$ cat src/rtl/sd_arb_pkg.sv
// Shared types for the SD block-channel arbiter: FSM state encoding and
// command direction codes.
package sd_arb_pkg;

  typedef enum logic [1:0] {
    ST_IDLE,
    ST_ISSUE,
    ST_XFER,
    ST_DONE
  } sd_arb_state_t;

  localparam logic DIR_RD = 1'b0;
  localparam logic DIR_WR = 1'b1;

endpackage

$ cat src/rtl/sd_blk_arbiter_req_latch.sv
// Per-requester command capture: a read/write pulse latches direction and LBA
// while nothing is pending for that requester; cleared when the arbiter grants.
module sd_req_latch
  import sd_arb_pkg::*;
#(
  parameter int LBA_W = 32
) (
  input  logic             clk_sys,
  input  logic             reset,
  input  logic             req_rd,
  input  logic             req_wr,
  input  logic [LBA_W-1:0] req_lba,
  input  logic             clr,
  output logic             pending,
  output logic             dir,
  output logic [LBA_W-1:0] lba
);

  always_ff @(posedge clk_sys) begin
    if (reset) begin
      pending <= 1'b0;
      dir     <= DIR_RD;
      lba     <= '0;
    end else if (clr) begin
      pending <= 1'b0;
    end else if (!pending && (req_rd || req_wr)) begin
      // read wins when both strobes arrive together
      pending <= 1'b1;
      dir     <= req_rd ? DIR_RD : DIR_WR;
      lba     <= req_lba;
    end
  end

endmodule

$ cat src/rtl/sd_blk_arbiter.sv
// Round-robin sharing of the HPS SD block channel between two requesters.
// Optional timeout on ISSUE+XFER enabled with `define SD_TIMEOUT_EN.
module sd_blk_arbiter
  import sd_arb_pkg::*;
#(
  parameter int          LBA_W     = 32,
  parameter logic [23:0] TO_CYCLES = 24'hFFFFFF
) (
  input  logic             clk_sys,
  input  logic             reset,
  input  logic [1:0]       req_rd,
  input  logic [1:0]       req_wr,
  input  logic [LBA_W-1:0] req_lba0,
  input  logic [LBA_W-1:0] req_lba1,
  output logic [1:0]       req_done,
  output logic [1:0]       req_err,
  output logic [1:0]       req_busy,
  output logic             owner,
  output logic [LBA_W-1:0] sd_lba,
  output logic             sd_rd,
  output logic             sd_wr,
  input  logic             sd_ack,
  input  logic             sd_buff_wr,
  output logic [7:0]       sd_buff_din,
  input  logic [7:0]       buf_q0,
  input  logic [7:0]       buf_q1,
  output logic [1:0]       buf_wr
);

  sd_arb_state_t    state, state_nxt;
  logic [1:0]       pending, dir, grant_clr;
  logic [LBA_W-1:0] lba0_q, lba1_q;
  logic             last_owner, old_ack, grant, winner, to_hit;

  sd_req_latch #(.LBA_W(LBA_W)) u_latch0 (
    .clk_sys (clk_sys),
    .reset   (reset),
    .req_rd  (req_rd[0]),
    .req_wr  (req_wr[0]),
    .req_lba (req_lba0),
    .clr     (grant_clr[0]),
    .pending (pending[0]),
    .dir     (dir[0]),
    .lba     (lba0_q)
  );

  sd_req_latch #(.LBA_W(LBA_W)) u_latch1 (
    .clk_sys (clk_sys),
    .reset   (reset),
    .req_rd  (req_rd[1]),
    .req_wr  (req_wr[1]),
    .req_lba (req_lba1),
    .clr     (grant_clr[1]),
    .pending (pending[1]),
    .dir     (dir[1]),
    .lba     (lba1_q)
  );

`ifdef SD_TIMEOUT_EN
  logic [23:0] to_cnt;

  always_ff @(posedge clk_sys) begin
    if (reset || grant)
      to_cnt <= '0;
    else if (state == ST_ISSUE || state == ST_XFER)
      to_cnt <= to_cnt + 24'd1;
  end

  assign to_hit = (state == ST_ISSUE || state == ST_XFER) &&
                  (to_cnt == TO_CYCLES - 24'd1);
`else
  assign to_hit = 1'b0;
`endif

  always_comb begin
    winner = ~last_owner;
    if (pending == 2'b01)
      winner = 1'b0;
    else if (pending == 2'b10)
      winner = 1'b1;
  end

  always_comb begin
    state_nxt = state;
    grant     = 1'b0;
    unique case (state)
      ST_IDLE: if (|pending) begin
        grant     = 1'b1;
        state_nxt = ST_ISSUE;
      end
      ST_ISSUE: if (to_hit) state_nxt = ST_IDLE;
                else if (sd_ack) state_nxt = ST_XFER;
      ST_XFER:  if (to_hit) state_nxt = ST_IDLE;
                else if (old_ack && !sd_ack) state_nxt = ST_DONE;
      ST_DONE:  state_nxt = ST_IDLE;
      default:  state_nxt = ST_IDLE;
    endcase
  end

  assign grant_clr = {grant && winner, grant && !winner};

  always_ff @(posedge clk_sys) begin
    if (reset) begin
      state      <= ST_IDLE;
      owner      <= 1'b0;
      last_owner <= 1'b1;
      sd_lba     <= '0;
      sd_rd      <= 1'b0;
      sd_wr      <= 1'b0;
      old_ack    <= 1'b0;
      req_done   <= '0;
      req_err    <= '0;
    end else begin
      state    <= state_nxt;
      old_ack  <= sd_ack;
      req_done <= '0;
      req_err  <= '0;
      if (grant) begin
        owner      <= winner;
        last_owner <= winner;
        sd_lba     <= winner ? lba1_q : lba0_q;
        sd_rd      <= (dir[winner] == DIR_RD);
        sd_wr      <= (dir[winner] == DIR_WR);
      end
      // command strobes end on the HPS ack or on a timeout abort
      if (state == ST_ISSUE && state_nxt != ST_ISSUE) begin
        sd_rd <= 1'b0;
        sd_wr <= 1'b0;
      end
      if (state == ST_DONE)
        req_done[owner] <= 1'b1;
      if (to_hit)
        req_err[owner] <= 1'b1;
    end
  end

  assign req_busy[0] = pending[0] | ((state != ST_IDLE) && !owner);
  assign req_busy[1] = pending[1] | ((state != ST_IDLE) && owner);

  assign sd_buff_din = owner ? buf_q1 : buf_q0;

  always_comb begin
    buf_wr = '0;
    if (state == ST_XFER)
      buf_wr[owner] = sd_buff_wr;
  end

endmodule

$ cat config.mk
export PLATFORM = sky130hd
export DESIGN_NAME = sd_blk_arbiter
export DESIGN_NICKNAME = d
export VERILOG_FILES = /design/src/rtl/sd_arb_pkg.sv /design/src/rtl/sd_blk_arbiter_req_latch.sv /design/src/rtl/sd_blk_arbiter.sv
export SDC_FILE = /design/constraint.sdc
export NUM_CORES = 1
export LEC_CHECK = 0
export ABC_AREA = 0
export CAP_MARGIN = 20
export CORE_ASPECT_RATIO = 0.7
export CORE_MARGIN = 3
export CORE_UTILIZATION = 35
export DETAILED_ROUTE_END_ITERATION = 10
export PLACE_DENSITY = 0.68
export SLEW_MARGIN = 5
export SYNTH_ARGS = -nofsm -noshare
export SYNTH_HDL_FRONTEND = slang
export SYNTH_SLANG_ARGS = --single-unit
$ cat constraint.sdc
create_clock -name clk_sys -period 2.6 [get_ports clk_sys]
set_input_delay 0.78 -clock clk_sys [delete_from_list [all_inputs] [get_ports clk_sys]]
set_output_delay 0.78 -clock clk_sys [all_outputs]
set_load 0.01 [all_outputs]
* After elaboration in Yosys (flattened, before gate mapping) *
Index checks and enable logic that the tools add are counted.
Widths: inputs -> output; s select.

storage, ports and cells
  output and inout bits = 51
  flip-flop bits (word level) = 109

cells by class
  muxes and demuxes = 17
  reductions and logical operators = 25
  equal/unequal tests = 6
  magnitude comparators = 3
  bitwise operators = 8

operators with widths
  operator            number
  $mux 32             1
  $reduce_or 2->1     5
  $logic_and 1x1->1   9
  $mux 1              9
  $mux 2              4
  $mux 8              1
  $pmux 2 s4          1
  $eq 2x2->1 const B  3
  $logic_not 1->1     5
  $not 1->1           5
  $eq 2x1->1 const B  2
  $lt 1x2->1 const B  2
  $reduce_and 2->1    2
  $and 2x2->2         1
  $logic_not 2->1     1
  $logic_or 1x1->1    2
  $ne 2x1->1 const B  1
  $or 1x1->1          2
  $reduce_bool 2->1   1
  $demux 1 s1         1
  $ge 1x1->1 const B  1

* Longest topological paths before layout *
  depth in word-level cells = 7
  mapped depth = 5
  gate-level depth less buffers = 3

* Modules after synthesis *
A second synthesis with hierarchy kept.

second synthesis, totals
  cell total of the unflattened synthesis = 542
  area total of the unflattened synthesis = 5171.2 sq um

modules (own cells, without submodules)
  module          times used  area an instance (sq um)  cells each
  sd_req_latch    2           1536.5                    147
  sd_blk_arbiter  1           2098.3                    248

* Worst setup path before layout *
No wires, ideal clock.

  path type = register to output
  start point = register state[1]
  end point = output port req_busy[0]
  path buffers = 2
  path slack = 738 ps
  cell stages (with the launch flop) = 5
  data arrival time = 1082 ps
  path through = dfxtp_1 -> nor2_4 -> buf_6 -> buf_2 -> o21ai_0

on the way
  longest elaborated chain between the ends = 3

ends and longest elaborated chain
  item                      RTL line               text
  start: declaration        sd_blk_arbiter.sv:30   sd_arb_state_t state, state_nxt;
  start signal: assignment  sd_blk_arbiter.sv:114  state <= state_nxt;
  $reduce_bool 2->1         sd_blk_arbiter.sv:137  assign req_busy[0] = pending[0] | ((state != ST_IDLE) && !owner);
  $logic_and 1x1->1         sd_blk_arbiter.sv:137
  $or 1x1->1                sd_blk_arbiter.sv:137
  end: declaration          sd_blk_arbiter.sv:17   output logic [1:0] req_busy,

Every way passes these cells.

* Worst setup path in the final report *
  start point = input port buf_q0[0]
  end point = output port sd_buff_din[0]

on the way
  longest elaborated chain between the ends = 1

ends and longest elaborated chain
  item                RTL line               text
  start: declaration  sd_blk_arbiter.sv:25   input logic [7:0] buf_q0,
  $mux 8              sd_blk_arbiter.sv:140  assign sd_buff_din = owner ? buf_q1 : buf_q0;
  end: declaration    sd_blk_arbiter.sv:24   output logic [7:0] sd_buff_din,

Every way passes these cells.

==> impl_results.md <==
- Run status: finished, final reports clean
- Overflow after GRT: 0
- Met2 Resource Use GR: 0.289
- VDD IR-drop max: 0.000460 V
- Full die area: 14000 um^2
- Largest family of logic cells by synthesized area: simple AND/OR/NAND/NOR gates
- Setup Buffers After CTS: 0
- Synthesized area per cell: 8.19 um^2
- Post-synth top area share: 0.493
- M3 GR Usage: 0.0633
- Hold Violations, Final: 0
- Initial DRC count: 404
- DP Cell Count: 795
- Logic pwr share: 0.222
- Commonest non-fill, non-tap cell in the layout: nand2_1
- Simple-Gate Fraction of Synth Area: 0.225
- Most frequent cells in the layout: nand2_1, clkdlybuf4s50_1, dfxtp_1, a21oi_1
- Worst min path class: reg -> reg
- Critical Path End: sd_buff_din[0]
- Average routed wire per standard cell: 16.3 um
- Worst reg2reg setup slack: 0.77 ns
- Total negative slack: 0 ns
- Final Cycle Share: 0.976
- H-tree levels: 3
- CP bufs+invs: 2
- Vias in the first global route: 4143
- Pleak: 2.17 nW
- Net Sw Power: 1.21 mW
- DRC Markers: 0
- Router iterations before antenna repair: 5
- # diodes: 0
- Critical R2R Launch: u_latch0.pending
- Core footprint: 12000 um^2
- Post-placement setup slack: -0.163 ns
- Startpoint types: input port
- Seq/Total Area, Yosys: 0.493
- Root Buffer: clkbuf_16
- Clock share of power: 0.337
- Fillers: 1117
- Count of cell types in the netlist: 32
- Initial Utilization: 0.368
- Setup violators final: 0
- Pin count of the biggest net entering global routing: 68
- GRT Total Usage: 0.187
- Fin cells: 810
- Tmin final: 2.54 ns
- Cell row count: 33
- Setup CP Type: in -> out
- Clock Sink Count: 109
- Synth Area in Compound Gates: 0.187
- PostCTS Resize Cnt: 10
- XOR/XNOR Fraction of Synth Area: 0
- Hold buffer count at cts: 0
- PwrDens: 700 nW/um^2
- I/O Buffers: 136
- Clk_lat worst skew: 0.34 ns
- Post-synth top area cell: dfxtp_1
- Sw frac: 0.281
- Synth warnings: 0
- Vias: 4262
- Die Span Y: 100 um
- Largest fanout on the critical path: 1
- Synth Cell Area: 4420 um^2
- Worst EP required: 1.82 ns
- CP max stage delay: 0.43 ns
- Net count, final: 737
- HPWL Detailed: 8810 um
- Worst Tran Pin Value: 0.960 ns
- CP delay by family, top: buffers and inverters
- Part of the power in registers: 0.441
- Vias per Instance: 5.26
- Slowest CP cell: clkdlybuf4s50_1
- Total CTS buffers: 9
- WHS: 0.455 ns
- Gate Count Post-Synth: 540
- Worst-case clock buffer depth: 2
- RR Endpoint: sd_lba[4]
- GRT busiest layer: met2
- Slew headroom: 0.358
- CP endpoint kind: output pin
- Arr. time, crit path: 1.76 ns
- Cell count along the critical path: 3
- Reg2Reg Depth: 4
- Met1 usage: 0.256
- Share of the core filled with cells: 0.511
- Layout cell share with drive strength beyond 1: 0.0674
- Register bit count reported by yosys: 109
- ANT nets after route: 0
- Internal Pwr Total: 3.09 mW
- Drt total wl: 13200 um
- Crit. Startpoint: buf_q0[0]
- Synth area leaders: dfxtp_1, nand2_1, a21oi_1
- Area growth syn-to-layout: 38.9%
- Pwr Total: 4.30 mW
- I/O Pins: 139
- Multiplexer area fraction after synthesis: 0.0204
- Slew Limit Fails: 0
- Fmax: 0.394 GHz
- First-pass GRT wire length: 21000 um
- Max Cap Violations: 0
- Design area: 6140 um^2
- Final Wtd Congestion: 0.827
- Unrepaired setup endpoints after global routing: false
- Cell Area, Placed: 5840 um^2
- Initial antenna violation count: 0
- Hold Crit Start: u_latch1.lba[20]
- Setup ws final: 0.0631 ns
- Final clock skew: 0.00576 ns
- CTS tree: done
- Synthesized-area fraction occupied by adder cells: 0
- Die width: 140 um
- Clk slew on worst S/H paths: 0.07 ns
- Cells along the critical path: clkdlybuf4s50_1 > mux2_2 > dlygate4sd2_1
-- cell usage after synthesis --
| master | n |
|---|---|
| and2_1 | 1 |
| o21ai_1 | 30 |
| clkbuf_1 | 8 |
| dfxtp_1 | 109 |
| o21ai_0 | 6 |
| a21o_1 | 1 |
| conb_1 | 1 |
| o21bai_1 | 3 |
| inv_1 | 3 |
| nor2_4 | 1 |
| buf_2 | 24 |
| nor3_1 | 4 |
| buf_6 | 5 |
| nand4_1 | 33 |
| o21ba_2 | 2 |
| nand2_1 | 130 |
| a31oi_1 | 33 |
| and3_1 | 1 |
| mux2_2 | 8 |
| a21boi_4 | 1 |
| nand3b_1 | 2 |
| a21oi_1 | 68 |
| a211o_1 | 1 |
| nor2b_1 | 1 |
| buf_4 | 13 |
| or2_1 | 1 |
| a211oi_1 | 3 |
| nor2_1 | 5 |
| nand2b_1 | 6 |
| nand3_1 | 33 |
| and4b_1 | 1 |
| buf_1 | 2 |
-- worst min-delay path by stage --
| stage | end | slack (ns) | cells after the start |
|---|---|---|---|
| CTS | u_latch1.lba[20] | 0.46 | 2 |
| detailed placement | u_latch1.lba[20] | 0.45 | 2 |
| floorplan | u_latch1.lba[0] | 0.44 | 2 |
| finish | u_latch1.lba[20] | 0.46 | 2 |
| global route | u_latch0.lba[13] | 0.47 | 2 |
| global placement | u_latch1.lba[25] | 0.44 | 2 |
-- registers in the layout, summed over array words and instances, names as in the netlist --
| signal | flops |
|---|---|
| last_owner | 1 |
| old_ack | 1 |
| owner | 1 |
| req_done | 2 |
| sd_lba | 32 |
| sd_rd | 1 |
| sd_wr | 1 |
| state | 2 |
| u_latch0.dir | 1 |
| u_latch0.lba | 32 |
| u_latch0.pending | 1 |
| u_latch1.dir | 1 |
| u_latch1.lba | 32 |
| u_latch1.pending | 1 |
-- layout make-up --
| cell class | count | area, um^2 | share of cell area |
|---|---|---|---|
| clock buffer | 11 | 243 | 0.0395 |
| multi-input combinational | 377 | 1940 | 0.316 |
| tap | 157 | 196 | 0.0320 |
| sequential | 109 | 2180 | 0.355 |
| clock inverter | 4 | 72.6 | 0.0118 |
| inverter | 3 | 11.3 | 0.00183 |
| timing repair buffer | 149 | 1490 | 0.243 |
-- power groups by stage --
stage          logic [mW]  registers (mW)  clock network [mW]
2_1_floorplan       0.559            1.93                   0
3_3_place_gp        0.955            1.93                   0
3_5_place_dp        0.970            1.93                   0
4_1_cts             0.960            1.90                1.48
5_1_grt              1.04            1.91                1.55
6_report            0.956            1.90                1.45
-- logic make-up after synthesis --
logic type,Yosys count
mux,8
simple gates,219
buf+inv,55
flops,109
other cells,1
compound gates,148
-- layer usage --
metal  vias to the layer above  share of wire
li1                       2102              -
met1                      1965           0.47
met2                       193           0.43
met3                         2          0.099
met4                         0         0.0017
met5                         -              0
-- worst min-delay path: stages (launching register included) --
cell	delay [ns]
dfxtp_1	0.31
nand2_1	0.05
a21oi_1	0.05
No activity file was read; power rests on OpenSTA's default activity.
